File: config.mk
export PLATFORM = sky130hd
export DESIGN_NAME = sample_transfer_scheduler
export DESIGN_NICKNAME = d
export VERILOG_FILES = /design/src/rtl/sample_transfer_scheduler.sv
export SDC_FILE = /design/constraint.sdc
export NUM_CORES = 1
export LEC_CHECK = 0
export BUFFER_PORTS_ARGS = -buffer_cell sky130_fd_sc_hd__buf_2
export CAP_MARGIN = 20
export CORE_ASPECT_RATIO = 0.9
export CORE_MARGIN = 2
export CORE_UTILIZATION = 55
export CTS_CLUSTER_SIZE = 14
export DETAILED_ROUTE_END_ITERATION = 6
export PLACE_DENSITY_LB_ADDON = 0.1
export RECOVER_POWER = 100
export SKIP_LAST_GASP = 1
export SLEW_MARGIN = 20
export SYNTH_ARGS = -nofsm -noshare
export SYNTH_HDL_FRONTEND = slang
export SYNTH_SLANG_ARGS = --single-unit
File: constraint.sdc
create_clock -name clk -period 1.7 [get_ports clk]
set_clock_uncertainty 0.15 [all_clocks]
set_input_delay 0.255 -clock clk [delete_from_list [all_inputs] [get_ports clk]]
set_output_delay 0.255 -clock clk [all_outputs]
set_load 0.005 [all_outputs]
File: src/rtl/sample_transfer_scheduler.sv
// Capture/transfer sequencer between the ADC reader and the serial writer:
// buffers one burst of DEPTH samples, then drains them in arrival order via a start/busy handshake.
module sample_transfer_scheduler #(
  parameter int unsigned SAMPLE_W = 12,
  parameter int unsigned DEPTH    = 10,
  parameter int unsigned CNT_W    = 4
) (
  input  logic                clk,
  input  logic                rst,
  input  logic                arm,
  input  logic                abort,
  input  logic                adc_valid,
  input  logic [SAMPLE_W-1:0] adc_data,
  input  logic                tx_busy,
  output logic                tx_start,
  output logic [SAMPLE_W-1:0] tx_data,
  output logic                adc_en,
  output logic                transmitting,
  output logic                done,
  output logic                dropped,
  output logic [CNT_W-1:0]    sample_count
);

  localparam logic [CNT_W-1:0] LAST_IDX = CNT_W'(DEPTH - 1);
  localparam logic [CNT_W-1:0] ONE      = CNT_W'(1);

  typedef enum logic [2:0] {
    IDLE    = 3'd0,
    COLLECT = 3'd1,
    DRAIN   = 3'd2,
    TX_ACK  = 3'd3,
    TX_WAIT = 3'd4,
    DONE    = 3'd5
  } state_t;

  state_t              state;
  logic [SAMPLE_W-1:0] mem [DEPTH];
  logic [CNT_W-1:0]    wr_ptr;
  logic [CNT_W-1:0]    rd_ptr;
  logic                busy_q;

  // Sequencer, sample buffer and all registered outputs.
  always_ff @(posedge clk or negedge rst) begin
    if (!rst) begin
      state        <= IDLE;
      wr_ptr       <= '0;
      rd_ptr       <= '0;
      busy_q       <= 1'b0;
      tx_start     <= 1'b0;
      tx_data      <= '0;
      adc_en       <= 1'b0;
      transmitting <= 1'b0;
      done         <= 1'b0;
      dropped      <= 1'b0;
      sample_count <= '0;
      for (int unsigned i = 0; i < DEPTH; i++) begin
        mem[i] <= '0;
      end
    end else begin
      tx_start <= 1'b0;
      busy_q   <= tx_busy;
      if (abort) begin
        state        <= IDLE;
        wr_ptr       <= '0;
        rd_ptr       <= '0;
        adc_en       <= 1'b0;
        transmitting <= 1'b0;
        done         <= 1'b0;
        dropped      <= 1'b0;
        sample_count <= '0;
      end else begin
        // Samples arriving outside a capture window are lost; flag it.
        if (adc_valid && (state != IDLE) && (state != COLLECT)) begin
          dropped <= 1'b1;
        end
        unique case (state)
          IDLE, DONE: begin
            if (arm) begin
              state        <= COLLECT;
              wr_ptr       <= '0;
              rd_ptr       <= '0;
              sample_count <= '0;
              dropped      <= 1'b0;
              adc_en       <= 1'b1;
              done         <= 1'b0;
            end
          end
          COLLECT: begin
            if (adc_valid) begin
              mem[wr_ptr] <= adc_data;
              wr_ptr      <= wr_ptr + ONE;
              if (wr_ptr == LAST_IDX) begin
                state        <= DRAIN;
                sample_count <= '0;
                adc_en       <= 1'b0;
                transmitting <= 1'b1;
              end else begin
                sample_count <= sample_count + ONE;
              end
            end
          end
          DRAIN: begin
            // Writer must be seen idle two cycles running before a new frame is launched.
            if (!tx_busy && !busy_q) begin
              tx_data  <= mem[rd_ptr];
              tx_start <= 1'b1;
              state    <= TX_ACK;
            end
          end
          TX_ACK: begin
            if (tx_busy) begin
              state <= TX_WAIT;
            end
          end
          TX_WAIT: begin
            if (!tx_busy) begin
              rd_ptr       <= rd_ptr + ONE;
              sample_count <= sample_count + ONE;
              if (sample_count == LAST_IDX) begin
                state        <= DONE;
                transmitting <= 1'b0;
                done         <= 1'b1;
              end else begin
                state <= DRAIN;
              end
            end
          end
          default: begin
            state <= IDLE;
          end
        endcase
      end
    end
  end

endmodule

# After elaboration in Yosys (flattened, before gate mapping)
# Index checks and enable logic that the tools add are counted.
# W data, S select, Z words.
word_totals:
  regBits: 153
  inputBits: 18
  output_inout_bits: 21
classes:
  add_sub_neg: 3
  n_eq_ne: 15
  muxes: 50
  order_cmp: 3
  reduce_logical: 22
  bitwise_logic: 3
op_table:
  columns: ["op", "n"]
  rows:
  - ["$bwmux W120", 1]
  - ["$bmux W12 S4", 1]
  - ["$demux W12 S4", 1]
  - ["$mux W12", 3]
  - ["$mux W4", 9]
  - ["$mux W3", 8]
  - ["$ne A3 B3 Y1 const B", 7]
  - ["$mux W1", 20]
  - ["$pmux W4 S2", 2]
  - ["$pmux W3 S5", 1]
  - ["$add A4 B1 Y4 const B", 3]
  - ["$pmux W4 S3", 1]
  - ["$reduce_and A3 Y1", 4]
  - ["$reduce_and A4 Y1", 3]
  - ["$reduce_bool A3 Y1", 4]
  - ["$ge A5 B5 Y1 const B", 2]
  - ["$not A4 Y5", 2]
  - ["$eq A4 B4 Y1 const B", 2]
  - ["$eq A3 B2 Y1 const B", 2]
  - ["$eq A3 B3 Y1 const B", 2]
  - ["$pmux W1 S2", 3]
  - ["$reduce_and A6 Y1", 1]
  - ["$lt A5 B1 Y1 const B", 1]
  - ["$reduce_and A5 Y1", 1]
  - ["8 further kinds", 12]

# Depth between registers and ports, before layout
# Gate-level depths: netlist (run 1).
depth:
  depth_word: 7
  ltp_mapped: 7
  depth_no_buf: 7

# Worst setup path after synthesis (run 1)
# OpenSTA, ideal clock, no wires.
synth_path:
  path_type: "reg2reg"
  from: "reg rd_ptr[0]"
  to: "reg tx_data[6]"
  n_path_buf: 2
  period_less_slack_ps: 1833
  path_slack_ps: -133
  setup_time_ps: 131
  t_arrival_ps: 1552
  t_required_ps: 1419
  stages_incl_launch_ff: 7
  path_cell_list: "dfrtp_1 -> buf_4 -> buf_6 -> mux4_2 -> a22o_1 -> a21oi_1 -> o21ai_1"
synth_between:
  elab_chain_cells: 4
synth_rtl:
  columns: ["element", "line_no", "rtl"]
  rows:
  - ["from (decl)", "39", "logic [CNT_W-1:0] rd_ptr;"]
  - ["from (signal assigned)", "117", "rd_ptr <= rd_ptr + ONE;"]
  - ["$not A4 Y5 (implied by the code)", "105", "tx_data <= mem[rd_ptr];"]
  - ["$bmux W12 S4", "105", null]
  - ["$mux W12 (implied by the code) (2 in a row)", "105", null]
  - ["to (signal assigned)", "105", null]
  - ["to (decl)", "16", "output logic [SAMPLE_W-1:0] tx_data,"]
# Every way passes these cells. The select of a mux whose other input is x is not followed.
# A chain may end at the register's enable or synchronous reset.

# Final worst setup path (run 1)
layout_path:
  from: "reg rd_ptr[0]"
  to: "reg tx_data[1]"
# Same word-level chain as after synthesis.

==> qor.csv, run 1 <==
stage,metric,value,unit
setup_path,peak per-stage delay on the critical path,0.50,ns
setup_path,standard cell with the maximum stage delay on the critical path,mux4_2,
setup_path,arrival time at the worst endpoint,2.05,ns
synthesis,sequential cell area fraction in the yosys report,51.90,%
global_route,vias in the first global route,4901,
floorplanning,core footprint,13210,µm²
synthesis,"FFs w/ async S/R, synth",100.0,%
synthesis,cell area after synthesis,7377,µm²
outcome,outcome,"complete, but fails checks",
setup_path,Worst Path Max Fanout,10,
setup_path,worst reg2reg startpoint,rd_ptr[0],
setup_path,Crit path max-delay family,multiplexers,
synthesis,number of synthesized flops with an enable pin,0,
clocking,number of levels in the clock H-tree,4,
power_and_ir_drop,internal power of the cells,7962,µW
global_route,grt total ovfl,0,
routing,DRT Pass-1 Iters,5,
routing,total length of routed wires,16680,µm
placement,placer's final routability congestion estimate,0.7988,
routing,DRC violation total after the first TritonRoute iteration,262,
final_layout,non-filler cells in the finished layout,802,
power_and_ir_drop,Max rail drop VDD,755.3,µV
flow_run,MaxCap Viol Count,0,
clocking,Clock Tree Buf Depth,2,
setup_path,"Critical Path, Cell by Cell","buf_12, mux4_2, a22o_1, a21oi_1, o21ai_0",
synthesis,Syn Inst Count,521,
synthesis,leading register cell type out of synthesis,dfrtp_1,
setup_path,Worst setup startpoint,rd_ptr[0],
power_and_ir_drop,leak pwr,0.004536,µW
floorplanning,row count,40,
floorplanning,initial core utilization,55.83,%
routing,count of vias placed by the detailed router,4644,
global_route,global-route total usage across every layer,24.93,%
clocking,total CTS buffers,17,
power_and_ir_drop,Clk pwr share,39.1,%
setup_path,startpoint types,register,
placement,# port buffers,38,
floorplanning,DIE AREA,14360,µm²
final_layout,utilization of the core after routing,70.20,%
hold_path,worst hold path type,input port to register,
clocking,Clock transition at path regs,0.06,ns
synthesis,synthesized net count,546,
routing,mean number of vias per cell,5.791,
timing,final count of pins violating max slew,0,
floorplanning,vertical die dimension,113.9,µm
clocking,root buf cell,clkbuf_16,
power_and_ir_drop,power share of the sequential group,40.7,%
timing,final cycle utilization of the critical path,111.5,%
final_layout,synth-to-layout area growth,25.73,%
global_route,first-pass GRT wire length,27010,µm
setup_path,Worst EP required,1.85,ns
power_and_ir_drop,power per standard cell area,1144,nW/µm²
timing,maximum operating frequency,0.5275,GHz
routing,antenna-violating nets left,0,
synthesis,average cell area after synthesis,14.16,µm²
global_route,number of antenna violations at the first check in global routing,0,
final_layout,count of antenna diodes in the layout,0,
timing,headroom to the max-slew limit,51.37,%
setup_path,type of the worst setup path,register to register,
placement,cell total after placement,741,
placement,post-detail-place hpwl,10020,µm
outcome,violations in the final reports,negative setup slack,
synthesis,distinct cell type count of the synthesized netlist,49,
floorplanning,chip width,126.1,µm
floorplanning,I/O pins,39,
timing,unrepaired setup endpoints after global routing,true,
routing,residual DRC count,0,
hold_path,startpoint of the lowest-slack hold path,adc_data[3],
timing,slew at the pin closest to its max-slew limit,0.7295,ns
synthesis,number of warnings reported in the yosys synthesis log,0,
setup_path,number of buffers and inverters on the critical path,1,
power_and_ir_drop,switching part of the total,24.99,%
timing,total count of hold-check failures in the final report,0,
final_layout,net total in the final layout,646,
timing,final critical-path required period,1.896,ns
timing,hold_ws,0.05341,ns
final_layout,layout cells sized above 1,54.26,%
power_and_ir_drop,combinational fraction of design power,20.2,%
synthesis,number of synthesized register bits,153,
global_route,pin count of the biggest net entering global routing,53,
power_and_ir_drop,Psw,2652,µW
clocking,clock latency reported for the late side of the worst-skew pair,0.42,ns
timing,setup slack of the critical path after layout,-0.1956,ns
clocking,Clock Sink Count,153,
clocking,TritonCTS clock tree,done,
setup_path,capturing element type of the critical path,register,
timing,number of endpoints failing setup at the final stage,137,
routing,Wirelength per Cell,20.80,µm
-- power by group through the flow --
stage	combinational, µW	sequential (µW)	clock, µW
2_1_floorplan	1130	4290	0
3_3_place_gp	1670	4340	0
3_5_place_dp	1720	4360	0
4_1_cts	2030	4300	4220
5_1_grt	2340	4370	4390
6_report	2140	4320	4150
-- metrics by stage --
stage / power, µW / worst slack [ns] / setup TNS (ns) / instance area (µm²)
floorplan: 5419 / -0.1007 / -6.271 / 7417
global placement: 6008 / -0.1587 / -13.97 / 8167
detailed placement: 6083 / -0.2114 / -18.93 / 8167
CTS: 10550 / -0.1869 / -16.20 / 9135
global route: 11110 / -0.2525 / -24.10 / 9275
finish: 10610 / -0.1956 / -15.83 / 9275
-- per-layer routing --
metal | GRT usage [%] | up-vias | part of all wire [%]
li1 | - | 2108 | -
met2 | 37.96 | 125 | 47
met1 | 35.63 | 2391 | 45
met5 | 0 | - | 0
met4 | 7.326 | 0 | 1.4
met3 | 6.707 | 20 | 6.4
-- synth_stat cells, types with 2 or more instances --
library cell / count / area (µm²)
a211o_1: 2 / 17.52
a21oi_1: 19 / 95.09
a22o_1: 14 / 122.6
a31oi_1: 4 / 25.02
buf_1: 12 / 45.04
buf_2: 13 / 65.06
buf_4: 3 / 22.52
buf_6: 7 / 78.83
clkbuf_1: 5 / 18.77
dfrtp_1: 153 / 3829
ha_1: 7 / 87.58
inv_1: 9 / 33.78
mux2_2: 83 / 934.7
mux2_4: 50 / 750.7
mux4_2: 24 / 540.5
nand2_1: 23 / 86.33
nand2_2: 3 / 18.77
nand2b_1: 4 / 25.02
nand3_1: 8 / 40.04
nand3_2: 2 / 20.02
nand3b_1: 2 / 15.01
nand4b_4: 2 / 47.55
nor2_1: 10 / 37.54
nor2_2: 2 / 12.51
nor2b_1: 7 / 43.79
o21ai_0: 22 / 110.1
o21ai_1: 5 / 25.02
o31ai_1: 3 / 22.52
xnor2_1: 2 / 17.52
xor2_1: 2 / 17.52
-- logic make-up after synthesis --
kind of cell / after synthesis / synth area share (%)
fa+ha+maj: 7 / 1.187
buf+inv: 49 / 3.579
xor+xnor: 4 / 0.4750
mux: 157 / 30.17
flops: 153 / 51.90
compound gates: 74 / 6.225
simple gates: 77 / 6.462
-- area by class of cell --
class | count | area (µm²)
Clock inverter | 7 | 162.7
Inverter | 9 | 33.78
Sequential cell | 153 | 3834
Tap cell | 168 | 210.2
Timing Repair Buffer | 121 | 1051
Multi-Input combinational cell | 319 | 3498
Clock buffer | 25 | 485.5
Fill cell | 917 | 3938
-- flip-flops by register name (all words and copies together) (netlist names) --
signal        cells
mem             120
tx_data          12
rd_ptr            4
sample_count      4
wr_ptr            4
state             3
adc_en            1
busy_q            1
done              1
dropped           1
transmitting      1
tx_start          1
-- placed cells by master (no fill, tap or decap), types with 3 or more instances in the layout --
| cell | Yosys | routed |
|---|---|---|
| o21ai_0 | 22 | 13 |
| buf_8 | 0 | 3 |
| clkbuf_16 | 0 | 18 |
| dlygate4sd3_1 | 0 | 4 |
| buf_6 | 7 | 9 |
| dfrtp_2 | 0 | 4 |
| nor2_1 | 10 | 8 |
| clkbuf_2 | 0 | 4 |
| a22o_1 | 14 | 14 |
| nand2_2 | 3 | 6 |
| nand3_2 | 2 | 3 |
| a21oi_1 | 19 | 13 |
| mux2_4 | 50 | 50 |
| buf_4 | 3 | 46 |
| buf_2 | 13 | 29 |
| buf_12 | 0 | 14 |
| inv_1 | 9 | 7 |
| o21ai_1 | 5 | 11 |
| mux4_2 | 24 | 24 |
| ha_1 | 7 | 6 |
| nand2_1 | 23 | 18 |
| nand2b_1 | 4 | 4 |
| o21ai_2 | 0 | 3 |
| nor2b_1 | 7 | 5 |
| nand3_1 | 8 | 6 |
| mux2_2 | 83 | 83 |
| bufinv_16 | 0 | 5 |
| a21oi_2 | 0 | 6 |
| clkbuf_8 | 0 | 3 |
| clkbuf_1 | 5 | 14 |
| dfrtp_1 | 153 | 149 |
-- path summary, 6_finish.rpt --
check                                   to  slack (ns)  cells past startpoint
max                             tx_data[1]       -0.20                      5
max in group asynchronous         state[2]        0.17                      3
max reg2reg                     tx_data[1]       -0.20                      5
min                                mem[27]        0.05                      2
min in group asynchronous  sample_count[0]        0.31                      2
min reg2reg                     tx_data[1]        0.33                      2
-- what timing repair did --
| action | CTS | global route |
|---|---|---|
| setup endpoints to repair | 147 | 151 |
| hold endpoints to repair | 48 | 0 |
| resized for setup | 32 | 45 |
| pin swaps | 17 | 20 |
| cloned | 0 | 1 |
| hold buffers | 4 | 0 |
| setup buffers | 21 | 6 |
No activity file was read; power rests on OpenSTA's default activity.
==> inputs of run 2 (changes only) <==
Settings changed: BUFFER_PORTS_ARGS -buffer_cell sky130_fd_sc_hd__buf_2 to -buffer_cell sky130_fd_sc_hd__clkbuf_2, CELL_PAD_IN_SITES_DETAIL_PLACEMENT from default to 1, CELL_PAD_IN_SITES_GLOBAL_PLACEMENT from default to 1, CORE_UTILIZATION 55 to 46.
==> qor.csv, run 2 (synthesis results as in run 1) <==
stage,metric,value,unit
clocking,number of levels in the clock H-tree,4,
power_and_ir_drop,switching part of the total,27.90,%
global_route,first-pass GRT wire length,30690,µm
routing,count of vias placed by the detailed router,4746,
power_and_ir_drop,power share of the sequential group,41.8,%
final_layout,total area of multi-input combinational cells,3575,µm²
timing,hold_ws,0.07156,ns
placement,placed cell area,8307,µm²
timing,slew at the pin closest to its max-slew limit,1.027,ns
outcome,violations in the final reports,negative setup slack,
final_layout,Top reg by flops,mem,
placement,placer's final routability congestion estimate,0.8105,
setup_path,Worst Path Max Fanout,12,
floorplanning,I/O pins,39,
final_layout,FF/Latch Area,3834,µm²
timing,setup slack of the critical path after layout,-0.1792,ns
power_and_ir_drop,Clk pwr share,36.2,%
power_and_ir_drop,total power of the final layout,10370,µW
final_layout,count of antenna diodes in the layout,0,
setup_path,worst reg2reg startpoint,state[1],
setup_path,Worst EP required,1.86,ns
floorplanning,vertical die dimension,124.1,µm
power_and_ir_drop,internal power of the cells,7473,µW
setup_path,worst reg2reg setup slack,-0.18,ns
final_layout,"most common cell after layout, fill and taps aside",dfrtp_1,
global_route,global-route total usage across every layer,24.71,%
timing,final count of pins violating max slew,0,
setup_path,startpoint types,register,
clocking,total CTS buffers,17,
timing,number of endpoints failing setup at the final stage,143,
global_route,met3 track utilization from global routing,5.006,%
hold_path,count of cells along the worst hold path,2,
clocking,Clock Tree Buf Depth,2,
global_route,grt total ovfl,0,
final_layout,"leading cell types in the layout, fill and taps excluded","149 x dfrtp_1, 70 x mux2_2, 63 x mux2_4, 54 x buf_4, 24 x mux4_2",
final_layout,fin area,9479,µm²
routing,mean number of vias per cell,5.597,
routing,total length of routed wires,19710,µm
clocking,root buf cell,clkbuf_16,
final_layout,registers with the most flip-flops,"mem x120, tx_data x12",
clocking,TritonCTS clock tree,done,
floorplanning,core footprint,15550,µm²
power_and_ir_drop,Psw,2892,µW
flow_run,MaxCap Viol Count,0,
power_and_ir_drop,power per standard cell area,1094,nW/µm²
placement,post-detail-place hpwl,11670,µm
final_layout,net total in the final layout,658,
timing,final cycle utilization of the critical path,110.5,%
final_layout,layout cells sized above 1,54.80,%
global_route,number of antenna violations at the first check in global routing,0,
clocking,Clock transition at path regs,0.07,ns
timing,final critical-path required period,1.879,ns
hold_path,sink of the worst hold path,mem[13],
clocking,Clock Sink Count,153,
final_layout,synth-to-layout area growth,28.49,%
clocking,clock latency reported for the late side of the worst-skew pair,0.43,ns
outcome,outcome,"complete, but fails checks",
placement,worst-case setup slack after placement,-0.2318,ns
power_and_ir_drop,Max rail drop VDD,901.1,µV
setup_path,Worst setup startpoint,state[1],
routing,DRC violation total after the first TritonRoute iteration,253,
global_route,global route hottest layer,met2,
placement,# port buffers,38,
routing,Wirelength per Cell,23.24,µm
timing,total count of hold-check failures in the final report,0,
routing,residual DRC count,0,
power_and_ir_drop,leak pwr,0.004563,µW
final_layout,filler cell count,1475,
setup_path,capture point of the worst reg-to-reg path,mem[67],
floorplanning,initial core utilization,47.45,%
timing,maximum operating frequency,0.5321,GHz
routing,DRT Pass-1 Iters,6,
global_route,met1 GRT Util,34.37,%
global_route,pin count of the biggest net entering global routing,45,
setup_path,logic depth of the worst register-to-register path,5,
hold_path,worst hold path type,input port to register,
power_and_ir_drop,combinational fraction of design power,22.1,%
global_route,vias in the first global route,5269,
global_route,GR met2 Demand/Resource,40.08,%
routing,antenna-violating nets left,0,
timing,headroom to the max-slew limit,31.51,%
floorplanning,DIE AREA,17070,µm²
floorplanning,chip width,137.5,µm
floorplanning,row count,43,
final_layout,"flip-flop count of the largest register, all copies and words added",120,
setup_path,capturing element type of the critical path,register,
setup_path,arrival time at the worst endpoint,2.04,ns
hold_path,startpoint of the lowest-slack hold path,adc_data[1],
timing,unrepaired setup endpoints after global routing,true,
setup_path,type of the worst setup path,register to register,
run 2: cell count changes in the layout (fill, tap and decap cells not counted), sizes merged:
cell / before / now
dlygate4sd3: 4 / 3
clkbuf: 41 / 66
bufinv: 5 / 2
clkinvlp: 1 / 3
buf: 101 / 85
clkinv: 1 / 6
run 2: what timing repair did:
item / CTS / global route
pin swaps: 22 / 21
hold buffers: 3 / 0
cloned: 1 / 2
endpoints found under the setup margin: 148 / 150
gates resized for setup: 44 / 53
buffers inserted: 25 / 6
endpoints found under the hold margin: 155 / 0
run 2: cell type report:
| type | instances | area share (%) |
|---|---|---|
| Tap cell | 202 | 2.666 |
| Sequential cell | 153 | 40.44 |
| Clock inverter | 11 | 1.307 |
| Clock buffer | 21 | 4.752 |
| Inverter | 9 | 0.3564 |
| Multi-Input combinational cell | 319 | 37.71 |
| Timing Repair Buffer | 133 | 12.76 |
run 2: per-stage QoR:
stage / util (%) / setup TNS [ns] / std cells
6_report: 60.96 / -18.59 / 848
5_1_grt: 60.96 / -31.09 / 848
3_5_place_dp: 53.42 / -21.33 / 783
2_1_floorplan: - / -6.271 / 521
3_3_place_gp: 53.42 / -16.79 / 783
4_1_cts: 59.70 / -19.55 / 843
run 2: worst max path at each step:
| stage | cells past startpoint | slack, ns | endpoint |
|---|---|---|---|
| 2_1_floorplan | 5 | -0.10 | mem[62] |
| 3_3_place_gp | 5 | -0.19 | tx_data[0] |
| 3_5_place_dp | 4 | -0.23 | tx_data[9] |
| 4_1_cts | 6 | -0.20 | tx_data[3] |
| 5_1_grt | 6 | -0.25 | mem[44] |
| 6_report | 5 | -0.18 | mem[67] |
run 2: per-layer routing:
metal	vias up	wire (µm)
li1	2115	-
met1	2546	9357
met2	70	9558
met3	15	604
met4	0	189
met5	-	0
run 2: power by group through the flow:
stage	registers [µW]	logic (µW)	clock network (µW)
3_3_place_gp	4340	1780	0
2_1_floorplan	4290	1130	0
6_report	4330	2290	3750
3_5_place_dp	4370	1860	0
5_1_grt	4380	2510	3950
4_1_cts	4310	2180	3790
run 2: worst max-delay path: stages, from the launching register on:
cell and delay (ns):
dfrtp_2 0.45, and4bb_2 0.34, and2b_4 0.22, nand4b_4 0.12, buf_12 0.18, mux2_4 0.30
==> inputs of run 3 (changes only) <==
Settings changed: SETUP_SLACK_MARGIN from default to 0.1.
==> qor.csv, run 3 (synthesis results as in run 1) <==
stage,metric,value,unit
clocking,TritonCTS clock tree,done,
routing,DRT Pass-1 Iters,4,
global_route,GR met2 Demand/Resource,41.51,%
final_layout,layout cells sized above 1,56.19,%
placement,# port buffers,38,
final_layout,Top reg by flops,mem,
floorplanning,core footprint,15550,µm²
setup_path,Worst setup startpoint,rd_ptr[0],
setup_path,Worst Path Max Fanout,6,
timing,final cycle utilization of the critical path,112.3,%
clocking,Clock Sink Count,153,
setup_path,logic depth of the worst register-to-register path,6,
routing,DRC violation total after the first TritonRoute iteration,203,
global_route,grt total ovfl,0,
setup_path,startpoint types,register,
final_layout,fin area,9557,µm²
global_route,number of antenna violations at the first check in global routing,0,
clocking,number of levels in the clock H-tree,4,
setup_path,"Critical Path, Cell by Cell","buf_6, buf_12, mux4_2, a22o_1, a21oi_2, o21ai_1",
setup_path,arrival time at the worst endpoint,2.06,ns
floorplanning,initial core utilization,47.45,%
setup_path,Worst EP required,1.85,ns
outcome,outcome,"complete, but fails checks",
clocking,clock latency reported for the late side of the worst-skew pair,0.42,ns
clocking,Clock transition at path regs,0.06,ns
timing,total count of hold-check failures in the final report,0,
hold_path,worst hold path type,input port to register,
global_route,met3 track utilization from global routing,5.291,%
final_layout,"leading cell types in the layout, fill and taps excluded","149 x dfrtp_1, 82 x mux2_2, 55 x buf_4, 51 x mux2_4, 24 x mux4_2",
timing,unrepaired setup endpoints after global routing,true,
placement,worst-case setup slack after placement,-0.2736,ns
final_layout,utilization of the core after routing,61.46,%
placement,placer's final routability congestion estimate,0.7905,
final_layout,"most common cell after layout, fill and taps aside",dfrtp_1,
setup_path,capture point of the worst reg-to-reg path,tx_data[5],
global_route,global-route total usage across every layer,25.09,%
floorplanning,vertical die dimension,124.1,µm
global_route,met1 GRT Util,33.47,%
placement,post-detail-place hpwl,11660,µm
hold_path,count of cells along the worst hold path,2,
routing,Wirelength per Cell,23.56,µm
global_route,pin count of the biggest net entering global routing,46,
final_layout,net total in the final layout,659,
setup_path,worst reg2reg startpoint,rd_ptr[0],
timing,setup slack of the critical path after layout,-0.2095,ns
final_layout,count of antenna diodes in the layout,0,
routing,count of vias placed by the detailed router,4790,
global_route,vias in the first global route,5353,
timing,number of endpoints failing setup at the final stage,149,
clocking,root buf cell,clkbuf_16,
timing,final critical-path required period,1.909,ns
routing,residual DRC count,0,
timing,slew at the pin closest to its max-slew limit,1.052,ns
setup_path,type of the worst setup path,register to register,
final_layout,registers with the most flip-flops,"mem x120, tx_data x12",
final_layout,"flip-flop count of the largest register, all copies and words added",120,
floorplanning,I/O pins,39,
routing,mean number of vias per cell,5.649,
placement,cell total after placement,787,
hold_path,startpoint of the lowest-slack hold path,adc_data[11],
setup_path,standard cell with the maximum stage delay on the critical path,mux4_2,
setup_path,crit path to,tx_data[5],
power_and_ir_drop,power per standard cell area,1144,nW/µm²
setup_path,worst reg2reg setup slack,-0.21,ns
global_route,global route hottest layer,met2,
final_layout,non-filler cells in the finished layout,848,
final_layout,filler cell count,1472,
power_and_ir_drop,leak pwr,0.004591,µW
placement,placed cell area,8335,µm²
outcome,violations in the final reports,negative setup slack,
floorplanning,row count,43,
global_route,first-pass GRT wire length,31020,µm
floorplanning,DIE AREA,17070,µm²
setup_path,capturing element type of the critical path,register,
power_and_ir_drop,Max rail drop VDD,717.3,µV
timing,headroom to the max-slew limit,29.84,%
timing,maximum operating frequency,0.5237,GHz
routing,antenna-violating nets left,0,
clocking,total CTS buffers,17,
setup_path,peak per-stage delay on the critical path,0.50,ns
routing,total length of routed wires,19980,µm
flow_run,MaxCap Viol Count,0,
clocking,Clock Tree Buf Depth,2,
timing,final count of pins violating max slew,0,
floorplanning,chip width,137.5,µm
final_layout,synth-to-layout area growth,29.55,%
## run 3: cell types whose count changed in the layout (fill, tap and decap cells not counted), sizes merged
cell         previous run  this run
buf                    85        89
clkinv                  6         2
bufinv                  2         4
clkinvlp                3         1
clkbuf                 66        65
dlygate4sd3             3         4
## run 3: worst min-delay path by stage
stage | endpoint | slack, ns
floorplan | adc_en | -0.19
global placement | mem[1] | 0.04
detailed placement | mem[97] | 0.04
CTS | state[2] | 0.06
global route | mem[33] | 0.09
finish | mem[11] | 0.07
## run 3: final cells by class
type,instances,area [µm²],area share (%)
Sequential cell,153,3834,40.12
Multi-Input combinational cell,319,3563,37.29
Timing Repair Buffer,134,1234,12.91
Clock buffer,24,501.7,5.250
Tap cell,202,252.7,2.645
Clock inverter,7,137.6,1.440
Inverter,9,33.78,0.3535
## run 3: stage by stage
| stage | hold WS (ns) | total power [µW] | TNS, ns |
|---|---|---|---|
| 6_report | 0.07336 | 10940 | -18.62 |
| 5_1_grt | 0.08808 | 11450 | -28.97 |
| 4_1_cts | 0.06192 | 10830 | -21.34 |
| 3_5_place_dp | 0.04170 | 6289 | -22.07 |
| 3_3_place_gp | 0.03746 | 6153 | -18.51 |
| 2_1_floorplan | -0.1906 | 5460 | -6.323 |
## run 3: critical path, delay by kind of cell, from the launching register on
| family | cells | cell delay (ns) |
|---|---|---|
| AO/OA/AOI/OAI | 3 | 0.45 |
| flip-flops | 1 | 0.39 |
| multiplexers | 1 | 0.50 |
| buffers and inverters | 2 | 0.29 |
## run 3: metal layers
layer | routed length, µm | up-vias | part of all wire [%]
li1 | - | 2125 | -
met1 | 9137 | 2561 | 46
met2 | 9874 | 83 | 49
met3 | 681 | 21 | 3.4
met4 | 286 | 0 | 1.4
met5 | 0 | - | 0
## run 3: power breakdown
part | internal [µW] | total [µW] | switching, µW
sequential | 4050 | 4360 | 313
clock | 2640 | 4100 | 1460
combinational | 1340 | 2470 | 1140
## run 3: timing repair
action	in CTS	in global routing
setup endpoints to repair	152	152
gates cloned	3	2
hold buffers	4	0
resized for setup	48	40
endpoints found under the hold margin	156	0
pin swaps	22	12
setup buffers	17	5
